$ cat config.mk
export PLATFORM = sky130hd
export DESIGN_NAME = load_store_unit
export DESIGN_NICKNAME = d
export VERILOG_FILES = /design/src/rtl/load_store_unit.sv
export SDC_FILE = /design/constraint.sdc
export NUM_CORES = 1
export LEC_CHECK = 0
export ABC_AREA = 1
export CAP_MARGIN = 20
export CELL_PAD_IN_SITES_DETAIL_PLACEMENT = 1
export CELL_PAD_IN_SITES_GLOBAL_PLACEMENT = 2
export CORE_ASPECT_RATIO = 1.75
export CORE_UTILIZATION = 22
export CTS_CLUSTER_DIAMETER = 30
export CTS_CLUSTER_SIZE = 8
export DETAILED_ROUTE_END_ITERATION = 6
export GPL_ROUTABILITY_DRIVEN = 0
export GPL_TIMING_DRIVEN = 0
export PLACE_DENSITY = 0.83
export RECOVER_POWER = 100
export SYNTH_ARGS = -nofsm -noshare
export SYNTH_HDL_FRONTEND = slang
export SYNTH_SLANG_ARGS = --single-unit
$ cat constraint.sdc
create_clock -name clk -period 1.6 [get_ports clk]
set_clock_uncertainty 0.2 [all_clocks]
set_input_delay 0.24 -clock clk [delete_from_list [all_inputs] [get_ports clk]]
set_output_delay 0.24 -clock clk [all_outputs]
set_load 0.03 [all_outputs]
$ cat src/rtl/load_store_unit.sv
// rtl/load_store_unit.sv - RV32I multicycle load/store unit with req/ack memory port and timeout
module load_store_unit #(
   parameter int TIMEOUT_CYCLES = 16
) (
   input  logic        clk,
   input  logic        rst,
   input  logic        lsu_start,
   input  logic        lsu_is_store,
   input  logic [2:0]  lsu_funct3,
   input  logic [31:0] lsu_addr,
   input  logic [31:0] lsu_wdata,
   output logic        lsu_busy,
   output logic        lsu_done,
   output logic [1:0]  lsu_error,
   output logic [31:0] lsu_rdata,
   output logic        mem_req,
   output logic        mem_we,
   output logic [31:0] mem_addr,
   output logic [31:0] mem_wdata,
   output logic [3:0]  mem_wmask,
   input  logic        mem_ack,
   input  logic [31:0] mem_rdata
);

   localparam logic [1:0] S_IDLE = 2'd0;
   localparam logic [1:0] S_REQ  = 2'd1;
   localparam logic [1:0] S_DONE = 2'd2;

   logic [1:0]  state;
   logic [7:0]  wait_cnt;
   logic        is_store_q;
   logic [2:0]  funct3_q;
   logic [1:0]  lane_q;
   logic        illegal;
   logic        misaligned;
   logic [31:0] steer_wdata;
   logic [3:0]  steer_mask;
   logic [7:0]  byte_sel;
   logic [15:0] half_sel;
   logic [31:0] load_data;

   always_comb begin
      illegal     = lsu_is_store ? (lsu_funct3 >= 3'd3)
                                 : (lsu_funct3 == 3'b011 || lsu_funct3[2:1] == 2'b11);
      misaligned  = (lsu_funct3[1:0] == 2'b01 && lsu_addr[0]) ||
                    (lsu_funct3[1:0] == 2'b10 && lsu_addr[1:0] != 2'b00);
      steer_wdata = lsu_wdata;
      steer_mask  = 4'b1111;
      case (lsu_funct3[1:0])
         2'b00: begin
            steer_wdata = {4{lsu_wdata[7:0]}};
            steer_mask  = 4'b0001 << lsu_addr[1:0];
         end
         2'b01: begin
            steer_wdata = {2{lsu_wdata[15:0]}};
            steer_mask  = 4'b0011 << lsu_addr[1:0];
         end
         default: ;
      endcase
      if (!lsu_is_store) steer_mask = 4'b0000;
   end

   // Extraction uses the request's registered width and lane, not the live inputs.
   always_comb begin
      byte_sel = mem_rdata[{lane_q, 3'b000} +: 8];
      half_sel = mem_rdata[{lane_q[1], 4'b0000} +: 16];
      case (funct3_q)
         3'b000:  load_data = {{24{byte_sel[7]}}, byte_sel};
         3'b001:  load_data = {{16{half_sel[15]}}, half_sel};
         3'b100:  load_data = {24'd0, byte_sel};
         3'b101:  load_data = {16'd0, half_sel};
         default: load_data = mem_rdata;
      endcase
   end

   always_ff @(posedge clk) begin
      if (rst) begin
         state      <= S_IDLE;
         wait_cnt   <= 8'd0;
         is_store_q <= 1'b0;
         funct3_q   <= 3'd0;
         lane_q     <= 2'd0;
         lsu_busy   <= 1'b0;
         lsu_done   <= 1'b0;
         lsu_error  <= 2'b00;
         lsu_rdata  <= 32'd0;
         mem_req    <= 1'b0;
         mem_we     <= 1'b0;
         mem_addr   <= 32'd0;
         mem_wdata  <= 32'd0;
         mem_wmask  <= 4'd0;
      end else begin
         case (state)
            S_IDLE: begin
               if (lsu_start) begin
                  is_store_q <= lsu_is_store;
                  funct3_q   <= lsu_funct3;
                  lane_q     <= lsu_addr[1:0];
                  lsu_busy   <= 1'b1;
                  if (illegal || misaligned) begin
                     state     <= S_DONE;
                     lsu_done  <= 1'b1;
                     lsu_error <= illegal ? 2'b10 : 2'b01;
                  end else begin
                     state     <= S_REQ;
                     wait_cnt  <= 8'd0;
                     mem_req   <= 1'b1;
                     mem_we    <= lsu_is_store;
                     mem_addr  <= {lsu_addr[31:2], 2'b00};
                     mem_wdata <= steer_wdata;
                     mem_wmask <= steer_mask;
                  end
               end
            end
            S_REQ: begin
               if (mem_ack || wait_cnt == 8'(TIMEOUT_CYCLES - 1)) begin
                  state     <= S_DONE;
                  lsu_done  <= 1'b1;
                  lsu_error <= mem_ack ? 2'b00 : 2'b11;
                  mem_req   <= 1'b0;
                  mem_we    <= 1'b0;
                  mem_addr  <= 32'd0;
                  mem_wdata <= 32'd0;
                  mem_wmask <= 4'd0;
                  if (mem_ack && !is_store_q) lsu_rdata <= load_data;
               end else begin
                  wait_cnt <= wait_cnt + 8'd1;
               end
            end
            S_DONE: begin
               state    <= S_IDLE;
               lsu_done <= 1'b0;
               lsu_busy <= 1'b0;
            end
            default: state <= S_IDLE;
         endcase
      end
   end

endmodule
## After elaboration in Yosys (flattened, before gate mapping)

Cells that the tools add are included.

- $add $sub $neg: 1
- Magnitude comparators: 1
- Eq/ne operators: 15
- Shift operators: 4
- Multiplexer cells: 43
- Reductions and logical operators: 23

Operator list:

| kind | count |
|---|---|
| $pmux 32 s2 | 3 |
| $mux 32 | 5 |
| $pmux 32 s4 | 1 |
| $shiftx 32x6->16 | 1 |
| $shiftx 32x6->8 | 1 |
| $mux 8 | 3 |
| $mux 2 | 8 |
| $mux 4 | 4 |
| $pmux 4 s2 | 2 |
| $pmux 8 s2 | 1 |
| $reduce_and 4->1 | 4 |
| $mux 1 | 10 |
| $ne 2x2->1 const B | 5 |
| $add 8x1->8 const B | 1 |
| $eq 8x4->1 const B | 1 |
| $pmux 2 s2 | 2 |
| $eq 2x2->1 const B | 3 |
| $eq 3x3->1 const B | 2 |
| $pmux 1 s2 | 3 |
| $reduce_and 2->1 | 3 |
| $reduce_bool 2->1 | 3 |
| $eq 2x1->1 const B | 2 |
| $logic_not 2->1 | 2 |
| $logic_or 1x1->1 | 4 |
| 11 further kinds | 13 |

- Flip-flop bits (word level): 122

## Logic depth before layout (Yosys ltp)

Gate-level depths: netlist of the first run.

- Depth in word-level cells: 7
- Gate-level depth with buffers: 12

## Least setup slack after synthesis of the first run

No wires, ideal clock.

- Path type: flip-flop to flip-flop
- Start point: register wait_cnt[0]
- End point: register mem_addr[14]
- Arrival: 1.399 ns
- Slack: -0.139 ns
- Stages on the path, launching flop included: 10
- Buffers on the path: 1
- Clock period less this slack: 1.739 ns
- Cell sequence: dfxtp_1 -> ha_1 -> nand3_4 -> nor2_8 -> nor2_4 -> nor2_8 -> nand3_4 -> buf_4 -> nand2_1 -> a21oi_2

- Word-level cells in the longest chain between the ends: 4

Ends and longest elaborated chain:

| item | RTL line | text |
|---|---|---|
| start, declared | 30 | `logic [7:0] wait_cnt;` |
| start signal, assigned | 127 | `wait_cnt <= wait_cnt + 8'd1;` |
| $eq 8x4->1 | 116 | `if (mem_ack \|\| wait_cnt == 8'(TIMEOUT_CYCLES - 1)) begin` |
| $logic_or 1x1->1 | 116 |  |
| $ne 2x2->1 (no line) | n/a |  |
| $reduce_and 4->1 (no line) | n/a |  |
| end signal, assigned | 109 | `mem_addr <= {lsu_addr[31:2], 2'b00};` |
| end, declared | 18 | `output logic [31:0] mem_addr,` |

Every way passes these cells.
A chain may end at the register's enable or synchronous reset.

## Worst setup path in the final report of the first run

- Start point: register wait_cnt[0]
- End point: register mem_wdata[30]

- Word-level cells in the longest chain between the ends: 4

Ends and longest elaborated chain:

| item | RTL line | text |
|---|---|---|
| $eq 8x4->1 | 116 |  |
| $logic_or 1x1->1 | 116 |  |
| $ne 2x2->1 (no line) | n/a |  |
| $reduce_and 4->1 (no line) | n/a |  |
| end signal, assigned | 110 | `mem_wdata <= steer_wdata;` |
| end, declared | 19 | `output logic [31:0] mem_wdata,` |

Every way passes these cells.

==> impl_metrics.ini, run 1 <==
[clocking]
cts_tree = done
hold_buffers = 0
cts_root_buf = clkbuf_16
numCtsBuffers = 17
clkLatencyLatePin_ns = 0.44
cts_sinks = 120
cts.path.max_buffers = 2
path_clk_slew_ns = 0.06
htree_levels = 4

[cells_and_area]
drive_gt1_share_pct = 30.3
final_nets = 1269
area_growth_syn_to_layout_pct = 65.8

[yosys]
ys_warn_count = 0
yosysMostFrequentCell = nand2_1
ys_top_cells_by_area = dfxtp_1 39%, nand2_1 14%, nor2_1 9.6%, a21oi_1 6.0%, o21ai_0 4.1%
ys_ff_latch = 120
netlist_area_um2 = 6130
syn_avg_cell_area_um2 = 6.86
netlist.area_leader.share_pct = 39.2
synth-edff-count = 0
synth_ff_type = dfxtp_1
synthArstFlopShare_pct = 0
synthCells = 894
synth-seq-area-share_pct = 39.2
synthDistinctLibCells = 36
yosys.area.top_type = dfxtp_1
yosys-top-cells-count = 233 x nand2_1, 157 x nor2_1, 120 x dfxtp_1

[global_route]
grtUsageTotal_pct = 18.8
grt_pass1_wl_mm = 40.2
antenna_found_initial = 6
grt_max_degree = 17
overflow = 0
grt_pass1_vias = 7408

[worst_setup_path]
cp_cell_sequence = ha_4 > nand3_4 > nor2_8 > buf_4 > o21ai_2 > nor2_4 > buf_12 > buf_8 > nand2_1 > nand2_1 > nor2_1
cp-start-kind = flop
path_buf_inv = 3
arrival_ns = 1.93
cpPeakStageDelay_ns = 0.36
end_kind = flop
critPathKind = reg2reg
slowest_stage = dfxtp_4
cp.required_ns = 1.73
cpMostUsedCell = nand2_1
path_delay_family = simple AND/OR/NAND/NOR gates
cp_max_fo = 10

[power]
p_per_area_nw_per_um2 = 1220
leakagePower_nw = 4.15
irDropWorstVdd_v = 0.000790
total_power_w = 0.0124

[route]
ant_nets = 0
routed_wl_mm = 26.6
first_iter_violations = 181
drc = 0
viasPerCell = 4.45
wire_per_inst_um = 17.1
dr.pass1.iters = 5
vias = 6912

[floorplanning]
ios = 210
die_area_um2 = 28600
start_util_pct = 22.4
fp.coreArea_um2 = 27300
num_rows = 80
fp.dieH_um = 223
fp.dieW_um = 128

[timing]
finalMaxSlewViolations = 0
setup-violations-final = 112
tns_ns = -14.57
worst_pin_slew_ns = 0.721
finalCritPeriodShare_pct = 112
hold_viol = 0
rsz0062_at_grt = true
worst_slack_ns = -0.197
period_needed_ns = 1.80
timing.fmax_mhz = 557
maxSlewHeadroom_pct = 51.9

[placed_design]
io_buffer_count = 206
dpl.hpwl_mm = 19.9

[worst_hold_path]
hold_class = in2reg

[status]
violations = negative setup slack
status = finished, violations left

[run]
drv_cap = 0
==> logic make-up after synthesis <==
kind of cell / count (synthesis) / share of synthesized area, %
and+or+nand+nor: 480 / 34.8
AOI/OAI and AO/OA: 166 / 15.7
buffers and inverters: 123 / 9.62
DFF: 120 / 39.2
xor gates and xnor gates: 3 / 0.429
adders and majority gates: 1 / 0.204
other: 1 / 0.0612
==> layer usage <==
layer | share of wire, % | global-route usage [%] | up-vias
met5 | 0 | 0 | -
met4 | 4.3 | 11.3 | 0
met3 | 3.9 | 4.41 | 52
met2 | 56 | 36.3 | 187
met1 | 36 | 17.5 | 3257
li1 | - | - | 3416
==> worst register-to-register path, delay by kind of cell (launching register included) <==
kind            cells  cell delay, ns
compound gates      1            0.06
fa+ha+maj           1            0.15
buf+inv             3            0.42
flops               1            0.36
simple gates        6            0.52
==> layout by cell type, fill, tap and decap left out, drive strengths merged <==
cell,netlist,layout
a211oi,4,4
a21oi,95,95
a31oi,1,1
buf,39,76
bufinv,0,6
clkbuf,16,104
clkdlybuf4s15,0,39
clkdlybuf4s18,0,4
clkdlybuf4s50,0,100
clkinv,1,7
conb,1,2
dfxtp,120,120
diode,0,6
dlygate4sd2,0,1
dlymetal6s2s,0,1
ha,1,1
inv,67,67
nand2,239,239
nand3,61,61
nand4,8,8
nor2,164,164
nor3,8,8
o211ai,1,1
o21ai,55,55
o21bai,2,2
o221ai,8,8
xnor2,2,2
xor2,1,1
==> repair_timing <==
item / 4_1_cts / 5_1_grt
buffers inserted: 25 / 12
setup endpoints to repair: 222 / 124
cloned: 3 / 4
pin swaps: 13 / 29
resized for setup: 427 / 154
endpoints found under the hold margin: 0 / 0
==> state kept, by name, summed over array words and instances (netlist names) <==
signal	cells
funct3_q	3
state	2
mem_we	1
lsu_rdata	32
lane_q	2
is_store_q	1
lsu_done	1
mem_req	1
mem_wdata	32
wait_cnt	8
lsu_busy	1
mem_wmask	4
mem_addr	30
lsu_error	2
==> power by group <==
part / internal (W) / leakage (nW) / switching, W / total (W)
clock network: 0.00300 / 0.334 / 0.00151 / 0.00451
logic: 0.00171 / 2.83 / 0.00260 / 0.00431
registers: 0.00335 / 0.986 / 0.000256 / 0.00361
total: 0.00806 / 4.15 / 0.00437 / 0.0124
==> through the flow <==
step / worst slack, ns / hold WS, ns / area (um^2) / std cells / util, %
6_report: -0.197 / 0.0331 / 10200 / 1552 / 37.2
3_5_place_dp: -0.764 / 0.251 / 8680 / 1470 / 31.8
4_1_cts: -0.209 / 0.0202 / 10000 / 1530 / 36.8
3_3_place_gp: -0.758 / 0.247 / 8680 / 1470 / 31.8
2_1_floorplan: -0.0473 / 0.171 / 6160 / 895 / -
5_1_grt: -0.303 / 0.0481 / 10200 / 1552 / 37.2
==> area by class of cell <==
class                           instances  area (um^2)
Fill cell                            3313        17200
Multi-Input combinational cell        652         3550
Sequential cell                       120         2430
Timing Repair Buffer                  250         2260
Buffer                                 55          497
Tap cell                              369          462
Clock buffer                           20          457
Inverter                               68          274
Clock inverter                         12          221
Antenna cell                            6         15.0
==> final timing paths <==
check                              startpoint       endpoint  slack (ns)  cells past startpoint
worst max register to register    wait_cnt[0]  mem_wdata[30]       -0.20                     11
worst min register to register       lsu_busy       lsu_busy        0.26                      2
worst max-delay path              wait_cnt[0]  mem_wdata[30]       -0.20                     11
worst min-delay path            lsu_funct3[0]    funct3_q[0]        0.03                      3
Note: power is estimated with default switching activity, not from simulation.
==> run 2: changes to the inputs <==
--- a/config.mk
+++ b/config.mk
@@ -9,7 +9,7 @@
 export CAP_MARGIN = 20
 export CELL_PAD_IN_SITES_DETAIL_PLACEMENT = 1
 export CELL_PAD_IN_SITES_GLOBAL_PLACEMENT = 2
-export CORE_ASPECT_RATIO = 1.75
+export CORE_ASPECT_RATIO = 0.7
 export CORE_UTILIZATION = 22
 export CTS_CLUSTER_DIAMETER = 30
 export CTS_CLUSTER_SIZE = 8
==> run 2 against run 1 <==
  * The run still ends with negative setup slack left
  * Largest power group unchanged
  * Clock-buffer cell count fell by 2
  * Largest cell class unchanged
  * Utilization rose by 0.55 points
  * Final cell count fell by 0.90%
  * Combinational power rose by 4%
  * First-iteration DRC count rose by 84%
  * Via count rose by 0.51%
  * Routed wire length fell by 0.27%
  * Critical path depth fell by 1
==> impl_metrics.ini, run 2 (synthesis results as in run 1) <==
[floorplanning]
ios = 210
fp.dieH_um = 142
start_util_pct = 22.7
fp.dieW_um = 201
die_area_um2 = 28500
fp.coreArea_um2 = 27000
num_rows = 50

[route]
wire_per_inst_um = 17.3
viasPerCell = 4.52
routed_wl_mm = 26.5
vias = 6947
ant_nets = 0
drc = 0
dr.pass1.iters = 4
first_iter_violations = 333

[clocking]
cts_tree = done
cts.path.max_buffers = 2
path_clk_slew_ns = 0.06
cts_sinks = 120
numCtsBuffers = 17
clkLatencyLatePin_ns = 0.42
cts_root_buf = clkbuf_16
htree_levels = 4

[status]
violations = negative setup slack
status = finished, violations left

[worst_setup_path]
r2r_start = wait_cnt[0]
reg2reg_slack_ns = -0.21
r2r_cells = 10
critPathKind = reg2reg
cp_max_fo = 5
cp-start-kind = flop
cp.required_ns = 1.68
timing.rr.end = mem_addr[17]
end_kind = flop
arrival_ns = 1.89

[placed_design]
placed_area_um2 = 8670
dpl.hpwl_mm = 19.4
io_buffer_count = 206

[timing]
period_needed_ns = 1.81
maxSlewHeadroom_pct = 52.5
setup-violations-final = 96
finalCritPeriodShare_pct = 113
worst_pin_slew_ns = 0.713
hold_viol = 0
worst_slack_ns = -0.213
timing.fmax_mhz = 552
finalMaxSlewViolations = 0
rsz0062_at_grt = true

[global_route]
grtUsageTotal_pct = 18.6
antenna_found_initial = 1
grt_pass1_vias = 6990
overflow = 0
grt_pass1_wl_mm = 40.6
grt_max_degree = 17

[cells_and_area]
layout_commonest_cell = nand2_1
stdcell_area_um2 = 10200
fillers = 3300
reg_top3 = lsu_rdata (32), mem_wdata (32), mem_addr (30)
final_core_util_pct = 37.7
final_nets = 1265
drive_gt1_share_pct = 30.2
area_growth_syn_to_layout_pct = 66.4
layout_common_cells = 174 x nand2_1, 151 x nor2_1, 109 x dfxtp_1

[power]
leakagePower_nw = 4.19
irDropWorstVdd_v = 0.000754
p_per_area_nw_per_um2 = 1250
total_power_w = 0.0128

[worst_hold_path]
hold_class = in2reg
worstHoldEndpoint = lane_q[1]
min_delay_path_depth = 4
min_from = lsu_addr[1]

[run]
drv_cap = 0
## run 2: changes by cell type in the layout (fill, tap and decap cells not counted), moves of 11 or more
cell / delta
a21oi_1: +14
a21oi_2: -14
nor2_2: -13
nor2_1: +14
nand2_1: -22
nand2_2: +17
clkbuf_1: -11
## run 2: metal layers
metal	track usage, %	part of all wire, %	vias to the layer above
met3	5.70	7.1	15
met5	0	0	-
met2	27.8	43	208
met1	26.1	50	3302
li1	-	-	3422
met4	4.11	0.66	0
## run 2: report_power, final
group	switching [W]	leakage (nW)	internal [W]
clock	0.00156	0.337	0.00314
combinational	0.00268	2.87	0.00179
sequential	0.000241	0.986	0.00335
## run 2: critical path, stage by stage, from the launching register on
cell,delay [ns]
dfxtp_4,0.36
ha_4,0.14
nand3_4,0.10
nor2_8,0.14
nor2_4,0.06
nor2_8,0.11
nand3_4,0.11
buf_8,0.17
buf_8,0.13
nand2_1,0.08
a21oi_2,0.05
## run 2: worst max path at each step
stage | from | endpoint | slack [ns]
2_1_floorplan | wait_cnt[1] | mem_addr[10] | -0.05
5_1_grt | lsu_addr[0] | mem_wdata[29] | -0.31
3_3_place_gp | lsu_is_store | mem_addr[4] | -0.78
3_5_place_dp | lsu_is_store | mem_addr[7] | -0.82
4_1_cts | wait_cnt[0] | lsu_error[1] | -0.22
6_report | wait_cnt[0] | mem_addr[17] | -0.21
## run 2: final cells by class
cell class | instances | area [um^2] | share of cell area (%)
Timing Repair Buffer | 250 | 2370 | 23.2
Sequential cell | 120 | 2420 | 23.8
Clock inverter | 14 | 269 | 2.64
Buffer | 51 | 425 | 4.17
Clock buffer | 18 | 439 | 4.31
Inverter | 68 | 269 | 2.64
Multi-Input combinational cell | 652 | 3540 | 34.8
Antenna cell | 1 | 2.50 | 0.0245
Tap cell | 364 | 455 | 4.47
## run 2: metrics by stage
| stage | hold WS (ns) | setup slack [ns] | instances | TNS, ns |
|---|---|---|---|---|
| after detailed placement | 0.256 | -0.818 | 1465 | -76.92 |
| final | 0.0565 | -0.213 | 1538 | -13.36 |
| after global routing | 0.0778 | -0.312 | 1537 | -23.34 |
| after floorplan | 0.171 | -0.0473 | 895 | -1.40 |
| after global placement | 0.246 | -0.776 | 1465 | -73.61 |
| after CTS | 0.163 | -0.222 | 1527 | -14.78 |
## run 2: repair_timing
item | CTS | global route
setup endpoints to repair | 221 | 149
pin swaps | 19 | 13
setup buffers | 24 | 9
endpoints found under the hold margin | 1 | 1
gates cloned | 6 | 3
hold buffers | 1 | 1
gates resized for setup | 410 | 140
